## config.mk

```make
export PLATFORM = sky130hd
export DESIGN_NAME = if_stage_flat
export DESIGN_NICKNAME = d
export VERILOG_FILES = /design/src/rtl/if_stage_if.sv /design/src/rtl/if_stage.sv /design/src/flat_wrapper.sv
export SDC_FILE = /design/constraint.sdc
export NUM_CORES = 1
export LEC_CHECK = 0
export CELL_PAD_IN_SITES_DETAIL_PLACEMENT = 0
export CELL_PAD_IN_SITES_GLOBAL_PLACEMENT = 2
export CORE_MARGIN = 5
export CORE_UTILIZATION = 31
export CTS_BUF_LIST = sky130_fd_sc_hd__clkbuf_8
export CTS_CLUSTER_SIZE = 8
export DETAILED_ROUTE_END_ITERATION = 8
export GPL_ROUTABILITY_DRIVEN = 0
export PLACE_DENSITY = 0.91
export SYNTH_ARGS = -nofsm -noshare
export SYNTH_HDL_FRONTEND = slang
export SYNTH_SLANG_ARGS = --single-unit
export TNS_END_PERCENT = 20
```

## constraint.sdc

```tcl
create_clock -name clk -period 2.7 [get_ports clk]
set_clock_uncertainty 0.05 [all_clocks]
set_input_delay 0.54 -clock clk [delete_from_list [all_inputs] [get_ports clk]]
set_output_delay 0.54 -clock clk [all_outputs]
set_load 0.005 [all_outputs]
```

## src/rtl/if_stage_if.sv

```systemverilog
// Instruction-memory fetch bus between the fetch stage and instruction memory.
// One request outstanding at most; a beat completes when imem_req and imem_ready are both high.
interface if_stage_if;
    logic        imem_req;
    logic [31:0] imem_addr;
    logic        imem_ready;
    logic [31:0] imem_rdata;

    modport master (
        output imem_req,
        output imem_addr,
        input  imem_ready,
        input  imem_rdata
    );

    modport slave (
        input  imem_req,
        input  imem_addr,
        output imem_ready,
        output imem_rdata
    );
endinterface

```

## src/rtl/if_stage.sv

```systemverilog
// Instruction-fetch stage: owns the PC, fetches over the imem bus and feeds the IF/ID register,
// using a one-entry skid buffer for decode stalls and a drop state to discard stale fetches after a redirect.
module if_stage #(
    parameter logic [31:0] RESET_PC = 32'h0000_0000,
    parameter logic [31:0] NOP_INST = 32'h0000_0013
) (
    input  logic              clk,
    input  logic              rst,
    input  logic              stall,
    input  logic              redirect,
    input  logic [31:0]       redirect_pc,
    if_stage_if.master        imem,
    output logic [31:0]       inst,
    output logic [31:0]       pc_out,
    output logic              valid,
    output logic              flush
);

    typedef enum logic [1:0] {
        FETCH = 2'd0,
        FULL  = 2'd1,
        DROP  = 2'd2
    } state_t;

    state_t      state;
    state_t      next_state;
    logic [31:0] pc;
    logic [31:0] drop_addr;
    logic [31:0] skid_inst;
    logic [31:0] skid_pc;
    logic [31:0] target_pc;
    logic        xfer;
    logic        slot_accept;

    assign target_pc   = redirect_pc & 32'hFFFF_FFFC;
    assign xfer        = imem.imem_req && imem.imem_ready;
    assign slot_accept = !stall || !valid;

    always_ff @(posedge clk) begin
        if (rst) begin
            state <= FETCH;
        end else begin
            state <= next_state;
        end
    end

    // FULL means the skid buffer holds an entry; DROP means a stale request is still in flight.
    always_comb begin
        next_state = state;
        unique case (state)
            FETCH: begin
                if (redirect) begin
                    next_state = xfer ? FETCH : DROP;
                end else if (xfer && !slot_accept) begin
                    next_state = FULL;
                end
            end
            FULL: begin
                if (redirect || !stall) begin
                    next_state = FETCH;
                end
            end
            DROP: begin
                if (!redirect && xfer) begin
                    next_state = FETCH;
                end
            end
            default: next_state = FETCH;
        endcase
    end

    always_comb begin
        imem.imem_req  = 1'b0;
        imem.imem_addr = pc;
        flush          = !valid;
        unique case (state)
            FETCH: imem.imem_req = !rst;
            DROP: begin
                imem.imem_req  = !rst;
                imem.imem_addr = drop_addr;
            end
            default: imem.imem_req = 1'b0;
        endcase
    end

    // Redirect wins over stall everywhere; the abandoned address is kept so DROP can finish that handshake.
    always_ff @(posedge clk) begin
        if (rst) begin
            pc        <= RESET_PC;
            drop_addr <= RESET_PC;
            inst      <= NOP_INST;
            pc_out    <= RESET_PC;
            valid     <= 1'b0;
            skid_inst <= NOP_INST;
            skid_pc   <= RESET_PC;
        end else if (redirect) begin
            pc    <= target_pc;
            inst  <= NOP_INST;
            valid <= 1'b0;
            if (state == FETCH && !xfer) begin
                drop_addr <= pc;
            end
        end else begin
            unique case (state)
                FETCH: begin
                    if (xfer) begin
                        pc <= pc + 32'd4;
                        if (slot_accept) begin
                            inst   <= imem.imem_rdata;
                            pc_out <= pc;
                            valid  <= 1'b1;
                        end else begin
                            skid_inst <= imem.imem_rdata;
                            skid_pc   <= pc;
                        end
                    end else if (slot_accept) begin
                        inst  <= NOP_INST;
                        valid <= 1'b0;
                    end
                end
                FULL: begin
                    if (!stall) begin
                        inst   <= skid_inst;
                        pc_out <= skid_pc;
                        valid  <= 1'b1;
                    end
                end
                default: begin
                end
            endcase
        end
    end

endmodule
```

## src/flat_wrapper.sv

```systemverilog
// flat-port wrapper written by rule: the top's interface ports become plain ports
module if_stage_flat 
#(
    parameter logic [31:0] RESET_PC = 32'h0000_0000,
    parameter logic [31:0] NOP_INST = 32'h0000_0013
)
  (clk, rst, stall, redirect, redirect_pc, inst, pc_out, valid, flush, imem_imem_req, imem_imem_addr, imem_imem_ready, imem_imem_rdata);
  if_stage_if imem_i ();
  input  logic clk;
  input  logic rst;
  input  logic stall;
  input  logic redirect;
  input  logic [31:0] redirect_pc;
  output logic [31:0] inst;
  output logic [31:0] pc_out;
  output logic valid;
  output logic flush;
  output wire logic [$bits(imem_i.imem_req)-1:0] imem_imem_req;
  output wire logic [$bits(imem_i.imem_addr)-1:0] imem_imem_addr;
  input wire logic [$bits(imem_i.imem_ready)-1:0] imem_imem_ready;
  input wire logic [$bits(imem_i.imem_rdata)-1:0] imem_imem_rdata;
  assign imem_imem_req = imem_i.imem_req;
  assign imem_imem_addr = imem_i.imem_addr;
  assign imem_i.imem_ready = imem_imem_ready;
  assign imem_i.imem_rdata = imem_imem_rdata;
  if_stage #(.RESET_PC(RESET_PC), .NOP_INST(NOP_INST)) u_core (.clk(clk), .rst(rst), .stall(stall), .redirect(redirect), .redirect_pc(redirect_pc), .imem(imem_i), .inst(inst), .pc_out(pc_out), .valid(valid), .flush(flush));
endmodule
```

==> metrics list, run 1 <==
- Leakage Power: between 4 and 5 nW
- TritonCTS built the clock tree.
- Post-Synthesis Cells: 1012
- STA classifies the critical path startpoint as a flop.
- Across all setup checks in the final design, the least slack found is -10.01 ps.
* Die area: approximately 30000 um2
- Final setup fails: 5
- The clock passes through at most 2 buffers.
- Num CTS Buffers: 17
* Maximum capacitance violations: 0
- Number of design rule violations left after detail routing: 0
- In this run the cell area measured after placement is 10480 um2.
- Count of H-tree levels built during CTS: 4
- After synthesis the cells add up to about 8000 um2.
- Nature of the critical path endpoint: output port
- Row Count: 59
- Die span in x: between 150 and 200 um
* Number of nets in the layout: ~1200
* Net load switching power: around 1.7 mW
- Share of total power in the clock network: 0.326
- In this run the count of I/O pins placed on the die edge is approximately 170.
- Core area: approximately 26000 um2
- Path class of the lowest-slack min-delay path: reg2reg
- In the finished design, the share of the clock period the worst path needs comes to 1.004.
- Synthesis inferred approximately 190 register bits.
- In this run the remaining antenna-violating nets after routing total 0.
* Arrival time at the worst endpoint: between 2000 and 2500 ps
- The first detailed-routing pass ran for 5 iterations.
* Routed wire length per instance: 17.61 um
- Headroom to the max-slew limit came out at 0.4969.
* Fraction of power consumed by sequential logic: 0.517
* Per-cell via count in the routed design: about 5.2
- For this run, the number of Yosys warnings is 0.
- Final cell utilization of the core: 0.4175
* Clock root cell: sky130_fd_sc_hd__clkbuf_8
- Global-route wire length before repair: 42640 um
* Number of different library cells in the post-synthesis netlist: 59
* Synthesized area per cell: 8.103 um2
- The run finished, with violations left.
- Clock network latency to the later pin of the worst-skew pair: between 400 and 500 ps
* Starting Density: 0.3147
* PortBufs: around 160
* Number of synthesized flops with an enable pin: 0
- FFs w/ async S/R, synth: 0
* Count of final max-slew check failures: 0
* Unrepaired setup endpoints after global routing: yes
* Largest fanout of any net on the critical path: 37
- The total overflow left after global routing is 0.
- The largest individual stage delay along the critical path comes from the cell sky130_fd_sc_hd__clkdlybuf4s50_1.
- Leading cell type in the layout, fill and taps excluded: sky130_fd_sc_hd__nand2_1
* Antenna cell count: 0
- Main synth FF type: sky130_fd_sc_hd__dfxtp_1
* Post-detail-place hpwl: 18020 um
- The top cell types in the final layout, fill and taps aside, are 200 x sky130_fd_sc_hd__nand2_1, 186 x sky130_fd_sc_hd__dfxtp_1, 142 x sky130_fd_sc_hd__clkdlybuf4s50_1, 122 x sky130_fd_sc_hd__nor2_1, 72 x sky130_fd_sc_hd__a21oi_1.
- Dividing total power by cell area gives a power density of between 500 and 600 nW/um2.
- At the pin with the least slew margin, the transition time is roughly 750 ps.
- Registers take roughly 3700 um2.
- Largest net degree at the start of global routing: 71
- Delay of the slowest critical-path stage: around 450 ps
- Counting the fill cells in the layout gives around 2700.
* Data required time at the worst endpoint: 2110 ps
- In the global route stage, overall resource usage came out at 0.1736.
* Failing checks: setup timing
- In the final layout, the multi-input gates occupy between 4000 and 5000 um2.
* Clock period minus final worst setup slack: ~2700 ps
- Area grow syn2layout: 32.68%
- Clock Pin Slew Worst Setup and Hold Paths: about 100 ps
* Overall routed net length: 26530 um
- The critical path goes through buf_4 > nor2_4 > buf_12 > mux2_2 > clkdlybuf4s50_1.
- Via count: around 8000
* Y dimension of the die: between 150 and 200 um
- Cell internal power was estimated by the tool at between 4 and 5 mW.
- Counting every sink on the clock net gives approximately 190.
- Sw Share: 0.2954
- Via count of the first global-routing pass: approximately 7600
- Final Instance Area: 10880 um2
- Of the total power, combinational logic draws 0.157.
- Crit path kind: reg2out
- Hold repair after CTS inserted 0 buffers.
- Fraction of layout cells with a size suffix above 1: 0.1196
- VDD sags by at most 0.0002684 V.
- Final-report hold violation count: 0
- The detailed router finished its first iteration with approximately 420 violations.
* Sequential fraction of the synthesis area: 0.4565
* F_max: between 300 and 400 MHz
- Initial antenna violation count: 0
==> metrics by stage <==
stage          setup slack, ps  cells  setup TNS [ps]  power (mW)  hold WS (ps)
3_3_place_gp            -330.3   1474           -6969       3.933         391.1
5_1_grt                 -126.0   1506           -1350       6.004         430.2
6_report                -10.01   1506          -29.99       5.722         409.3
2_1_floorplan            176.8   1015               0       3.436         386.1
4_1_cts                 -65.11   1506          -708.6       5.800         410.9
3_5_place_dp            -361.5   1474           -8393       3.938         396.3
==> worst max-delay path: cells and delay by family, from the launching register on <==
family | cells | cell delay [ps]
buf+inv | 3 | 860
mux | 1 | 380
flops | 1 | 320
simple gates | 1 | 100
==> final cells by class <==
| class | instances | share of cell area |
|---|---|---|
| clock inverter | 15 | 0.01380 |
| inverter | 14 | 0.004830 |
| multi-input combinational | 713 | 0.3743 |
| sequential | 187 | 0.3442 |
| timing repair buffer | 225 | 0.2029 |
| clock buffer | 17 | 0.02150 |
| tap | 335 | 0.03852 |
==> state kept, by name, indices dropped and copies added, names as in the netlist <==
name and flops:
u_core.drop_addr 30, u_core.state 2, u_core.inst 32, u_core.pc 30, u_core.skid_inst 32, u_core.valid 1
u_core.pc_out 30, u_core.skid_pc 30
==> repair_timing <==
item | CTS | global route
pin swaps | 0 | 0
resized for setup | 19 | 7
setup endpoints to repair | 30 | 18
endpoints found under the hold margin | 0 | 0
buffers inserted | 0 | 0
==> path summary, 6_finish.rpt <==
kind / start / to / slack [ps] / depth (start not counted)
worst min-delay path: u_core.skid_pc[7]$_SDFFE_PP0P_ / u_core.skid_pc[7]$_SDFFE_PP0P_ / 410 / 2
worst max-delay path: u_core.state[0]$_SDFFE_PP0P_ / imem_imem_addr[10] / -10 / 5
worst min register to register: u_core.skid_pc[7]$_SDFFE_PP0P_ / u_core.skid_pc[7]$_SDFFE_PP0P_ / 410 / 2
worst max register to register: u_core.state[1]$_SDFFE_PP0P_ / u_core.pc[23]$_SDFFE_PP0P_ / 260 / 5
==> routing by layer <==
metal,track usage,share of wire,up-vias
li1,-,-,3849
met1,0.2394,0.48,3706
met2,0.2748,0.45,192
met3,0.03210,0.040,36
met4,0.05711,0.021,0
met5,0,0,-
==> power groups by stage <==
stage / Combinational (mW) / Clock [mW] / Sequential (mW)
final: 0.899 / 1.86 / 2.96
after global routing: 0.984 / 2.04 / 2.98
after CTS: 0.910 / 1.93 / 2.96
after detailed placement: 0.917 / 0 / 3.02
after global placement: 0.915 / 0 / 3.02
after floorplan: 0.447 / 0 / 2.99
==> cells by family (layout without fill, tap and decap cells) <==
family,after synthesis,in the layout,share of synthesized area
xor+xnor,9,9,0.009612
buf+inv,115,271,0.05554
flops,187,187,0.4565
compound gates,191,191,0.1642
mux,53,53,0.06820
simple gates,454,454,0.2428
fa+ha+maj,2,2,0.002746
other cells,1,4,0.0004573
==> Yosys cell counts, types with 3 or more instances <==
library cell | number | area share
sky130_fd_sc_hd__mux2_2 | 23 | 0.032
sky130_fd_sc_hd__nor4_1 | 10 | 0.0076
sky130_fd_sc_hd__nand4_1 | 17 | 0.013
sky130_fd_sc_hd__o21ai_0 | 11 | 0.0067
sky130_fd_sc_hd__and3_1 | 8 | 0.0061
sky130_fd_sc_hd__nand2_1 | 200 | 0.092
sky130_fd_sc_hd__a221oi_1 | 30 | 0.032
sky130_fd_sc_hd__a2111oi_0 | 5 | 0.0053
sky130_fd_sc_hd__a311oi_1 | 28 | 0.030
sky130_fd_sc_hd__or3_1 | 4 | 0.0031
sky130_fd_sc_hd__nor2_1 | 124 | 0.057
sky130_fd_sc_hd__and4_1 | 3 | 0.0032
sky130_fd_sc_hd__or4_1 | 4 | 0.0037
sky130_fd_sc_hd__a21oi_1 | 72 | 0.044
sky130_fd_sc_hd__nor4b_1 | 3 | 0.0032
sky130_fd_sc_hd__dfxtp_1 | 187 | 0.46
sky130_fd_sc_hd__xnor2_1 | 4 | 0.0043
sky130_fd_sc_hd__mux2i_1 | 30 | 0.037
sky130_fd_sc_hd__nor3_1 | 45 | 0.027
sky130_fd_sc_hd__buf_4 | 4 | 0.0037
sky130_fd_sc_hd__a211oi_1 | 17 | 0.016
sky130_fd_sc_hd__o31ai_1 | 4 | 0.0037
sky130_fd_sc_hd__inv_1 | 13 | 0.0060
sky130_fd_sc_hd__nand3_1 | 21 | 0.013
sky130_fd_sc_hd__clkbuf_1 | 88 | 0.040
sky130_fd_sc_hd__xor2_1 | 5 | 0.0053
sky130_fd_sc_hd__or2_2 | 3 | 0.0023
sky130_fd_sc_hd__buf_1 | 7 | 0.0032
sky130_fd_sc_hd__o221ai_1 | 4 | 0.0043
No activity file was read; power rests on OpenSTA's default activity.
==> run 2, diff against run 1 <==
- CAP_MARGIN: default -> 20
- TNS_END_PERCENT: 20 -> 50
==> run 2 against run 1 <==
The flow still finishes with violations (setup timing). Wire length hardly changed. Combinational power about the same. Cell area unchanged. Register-to-register slack hardly changed. First-iteration DRC count is 3.1% higher. Global-route usage is the same. Utilization stayed put. Largest cell class unchanged. Sequential cell count is the same. Critical path depth stayed put.
==> metrics list, run 2 (same netlist as run 1, synthesis figures left out) <==
* Slew Limit Headroom: 0.4939
* Fill cell total of the finished layout: approximately 2700
* Clock network latency to the later pin of the worst-skew pair: 460 ps
- Gate family responsible for the most delay along the worst path: buffers and inverters
- Clock tree synthesis found a total of about 190 sinks.
- Delay of the slowest critical-path stage: around 450 ps
- Largest registers in the final layout: u_core.inst x32, u_core.skid_inst x32
- Drt first-iter violations: 434
- Crit path kind: reg2out
- Area grow syn2layout: 32.68%
* Per-cell via count in the routed design: 5.167
* Internal power of the cells: 4.032 mW
- Post-detail-place hpwl: roughly 18000 um
- Global-route wire length before repair: ~43000 um
* Worst Setup Start Kind: flop
* F_max: roughly 370 MHz
- Max-cap violations in this run came to 0.
- Top library cells by usage in the layout, fill and taps aside: 200 x sky130_fd_sc_hd__nand2_1, 186 x sky130_fd_sc_hd__dfxtp_1, 142 x sky130_fd_sc_hd__clkdlybuf4s50_1, 122 x sky130_fd_sc_hd__nor2_1, 72 x sky130_fd_sc_hd__a21oi_1
* Overflow left after global routing: 0
- The count of final max-slew check failures is 0.
* Data required time at the worst endpoint: between 2000 and 2500 ps
* Via count: slightly below 8000
- On the critical path, the stage with the largest delay is an instance of sky130_fd_sc_hd__clkdlybuf4s50_1.
- Crit path buffers/inverters: 3
* Cell Chain, Critical Path: buf_4 > nor2_4 > buf_12 > mux2_2 > clkdlybuf4s50_1
* Worst setup path startpoint: u_core.state[0]$_SDFFE_PP0P_
- Number of placed cells counting well taps: between 1000 and 1500
- Antenna cell count: 0
- The worst register-to-register path has a depth of 5.
- Y dimension of the die: roughly 170 um
* Overall routed net length: around 27000 um
* Largest net degree at the start of global routing: 71
- The worst register-to-register path ends at u_core.pc[23]$_SDFFE_PP0P_.
- Non-Filler Instances: 1506
- Sw Share: 0.2956
- The library cell used most frequently in the layout, excluding fill and tap cells, is sky130_fd_sc_hd__nand2_1.
- Clock root cell: sky130_fd_sc_hd__clkbuf_8
* Nature of the critical path endpoint: output port
* Routed wire length per instance: between 15 and 20 um
- Net load switching power: ~1.7 mW
- Longest Clk Path Bufs: 2
* Remaining antenna violation count after routing: 0
- Setup violations remaining at the end of the flow were counted as 9.
* Sequential cell area: approximately 3700 um2
* Path class of the lowest-slack min-delay path: reg2reg
- During placement, the flow inserted port buffers numbering between 150 and 200.
* TritonCTS clock tree: yes
- For this configuration, the core starts out at a cell density of 0.3147.
- The number of global-route vias before repair was 7575.
- The worst hold path begins at u_core.skid_pc[24]$_SDFFE_PP0P_.
- The number of clock buffers added by TritonCTS is 17.
- In this run the horizontal extent of the chip is 172.6 um.
- Final critical-path share of the clock period: 1.005
- The startpoint identified for the worst register-to-register timing path is u_core.state[1]$_SDFFE_PP0P_.
- The worst hold path passes through 2 cells.
- Overall Global Routing Usage: 0.1736
- Share of total power in the clock network: 0.326
* Largest fanout of any net on the critical path: 37
* First-pass detailed-route iteration total: 4
- The worst path in the final design needs a cycle of 2715 ps, including I/O delays and setup.
- In the routed design, unresolved DRC markers number 0.
- Failing checks: setup timing
- Initial antenna violation count: 0
- For this design the ratio of total power to cell area is approximately 530 nW/um2.
- Summed over all cells, the static leakage comes to between 4 and 5 nW.
- The path with the worst hold slack has its endpoint at u_core.skid_pc[24]$_SDFFE_PP0P_.
- Number of nets in the layout: 1228
- Count of H-tree levels built during CTS: 4
* Slew at the pin closest to its max-slew limit: 759.1 ps
- Setup slack of the worst register-to-register path: 260 ps
- In this run the core area contains 59 standard-cell rows.
- The die covers a little under 30000 um2.
- Logic pwr share: 0.157
* Total negative setup slack: -61.80 ps
- Area occupied by multi-input gates: 4073 um2
- Final critical-path setup slack: -14.57 ps
- VDD IR-drop max: ~0.00027 V
- Core area: ~26000 um2
- The number of hold buffers added after CTS was 0.
* Clock Pin Slew Worst Setup and Hold Paths: about 110 ps
- The share of total power dissipated in sequential elements is 0.517.
- between 150 and 200 I/O pins were placed.
- Fraction of layout cells with a size suffix above 1: 0.1196
- Arrival time at the worst endpoint: ~2100 ps
- Final-report hold violation count: 0
* Unrepaired setup endpoints after global routing: yes
- The flow ran to the end, but the final reports show violations.
## run 2: power groups by stage
| stage | logic [mW] | registers [mW] | clock network [mW] |
|---|---|---|---|
| global route | 0.984 | 2.98 | 2.04 |
| finish | 0.899 | 2.96 | 1.87 |
| global placement | 0.915 | 3.02 | 0 |
| floorplan | 0.447 | 2.99 | 0 |
| CTS | 0.910 | 2.96 | 1.93 |
| detailed placement | 0.917 | 3.02 | 0 |
## run 2: stage by stage
stage	total power [mW]	area, um2	util	hold slack [ps]	setup WS, ps
after floorplan	3.436	8212	-	386.1	176.8
after global placement	3.933	10480	0.4023	391.1	-330.3
after detailed placement	3.938	10480	0.4023	396.3	-361.5
after CTS	5.800	10860	0.4167	410.9	-65.11
after global routing	6.004	10880	0.4175	430.2	-126.0
final	5.724	10880	0.4175	410.3	-14.57
## run 2: worst max path at each step
stage / endpoint / cells past startpoint
after floorplan: u_core.pc[17]$_SDFFE_PP0P_ / 5
after global placement: u_core.pc[24]$_SDFFE_PP0P_ / 6
after detailed placement: u_core.pc[24]$_SDFFE_PP0P_ / 6
after CTS: imem_imem_addr[7] / 5
after global routing: imem_imem_addr[25] / 5
final: imem_imem_addr[10] / 5
## run 2: final cells by class
class | instances | share of cell area
Sequential cell | 187 | 0.3442
Clock buffer | 17 | 0.02150
Timing Repair Buffer | 225 | 0.2029
Inverter | 14 | 0.004830
Clock inverter | 15 | 0.01380
Multi-Input combinational cell | 713 | 0.3743
Tap cell | 335 | 0.03852
## run 2: layer usage
layer | GRT usage | wire, um
met1 | 0.2394 | 12880
met2 | 0.2748 | 12020
met3 | 0.03210 | 1042
met4 | 0.05711 | 564
met5 | 0 | 0
## run 2: repair_timing
action	in CTS	in global routing
endpoints found under the setup margin	30	18
buffers inserted	0	0
gates resized for setup	19	7
hold endpoints to repair	0	0
## run 2: tightest hold or removal path, cell delays in order, from the launching register on
cell and delay, ps:
sky130_fd_sc_hd__dfxtp_1 320, sky130_fd_sc_hd__nand2_1 50, sky130_fd_sc_hd__a21oi_1 50
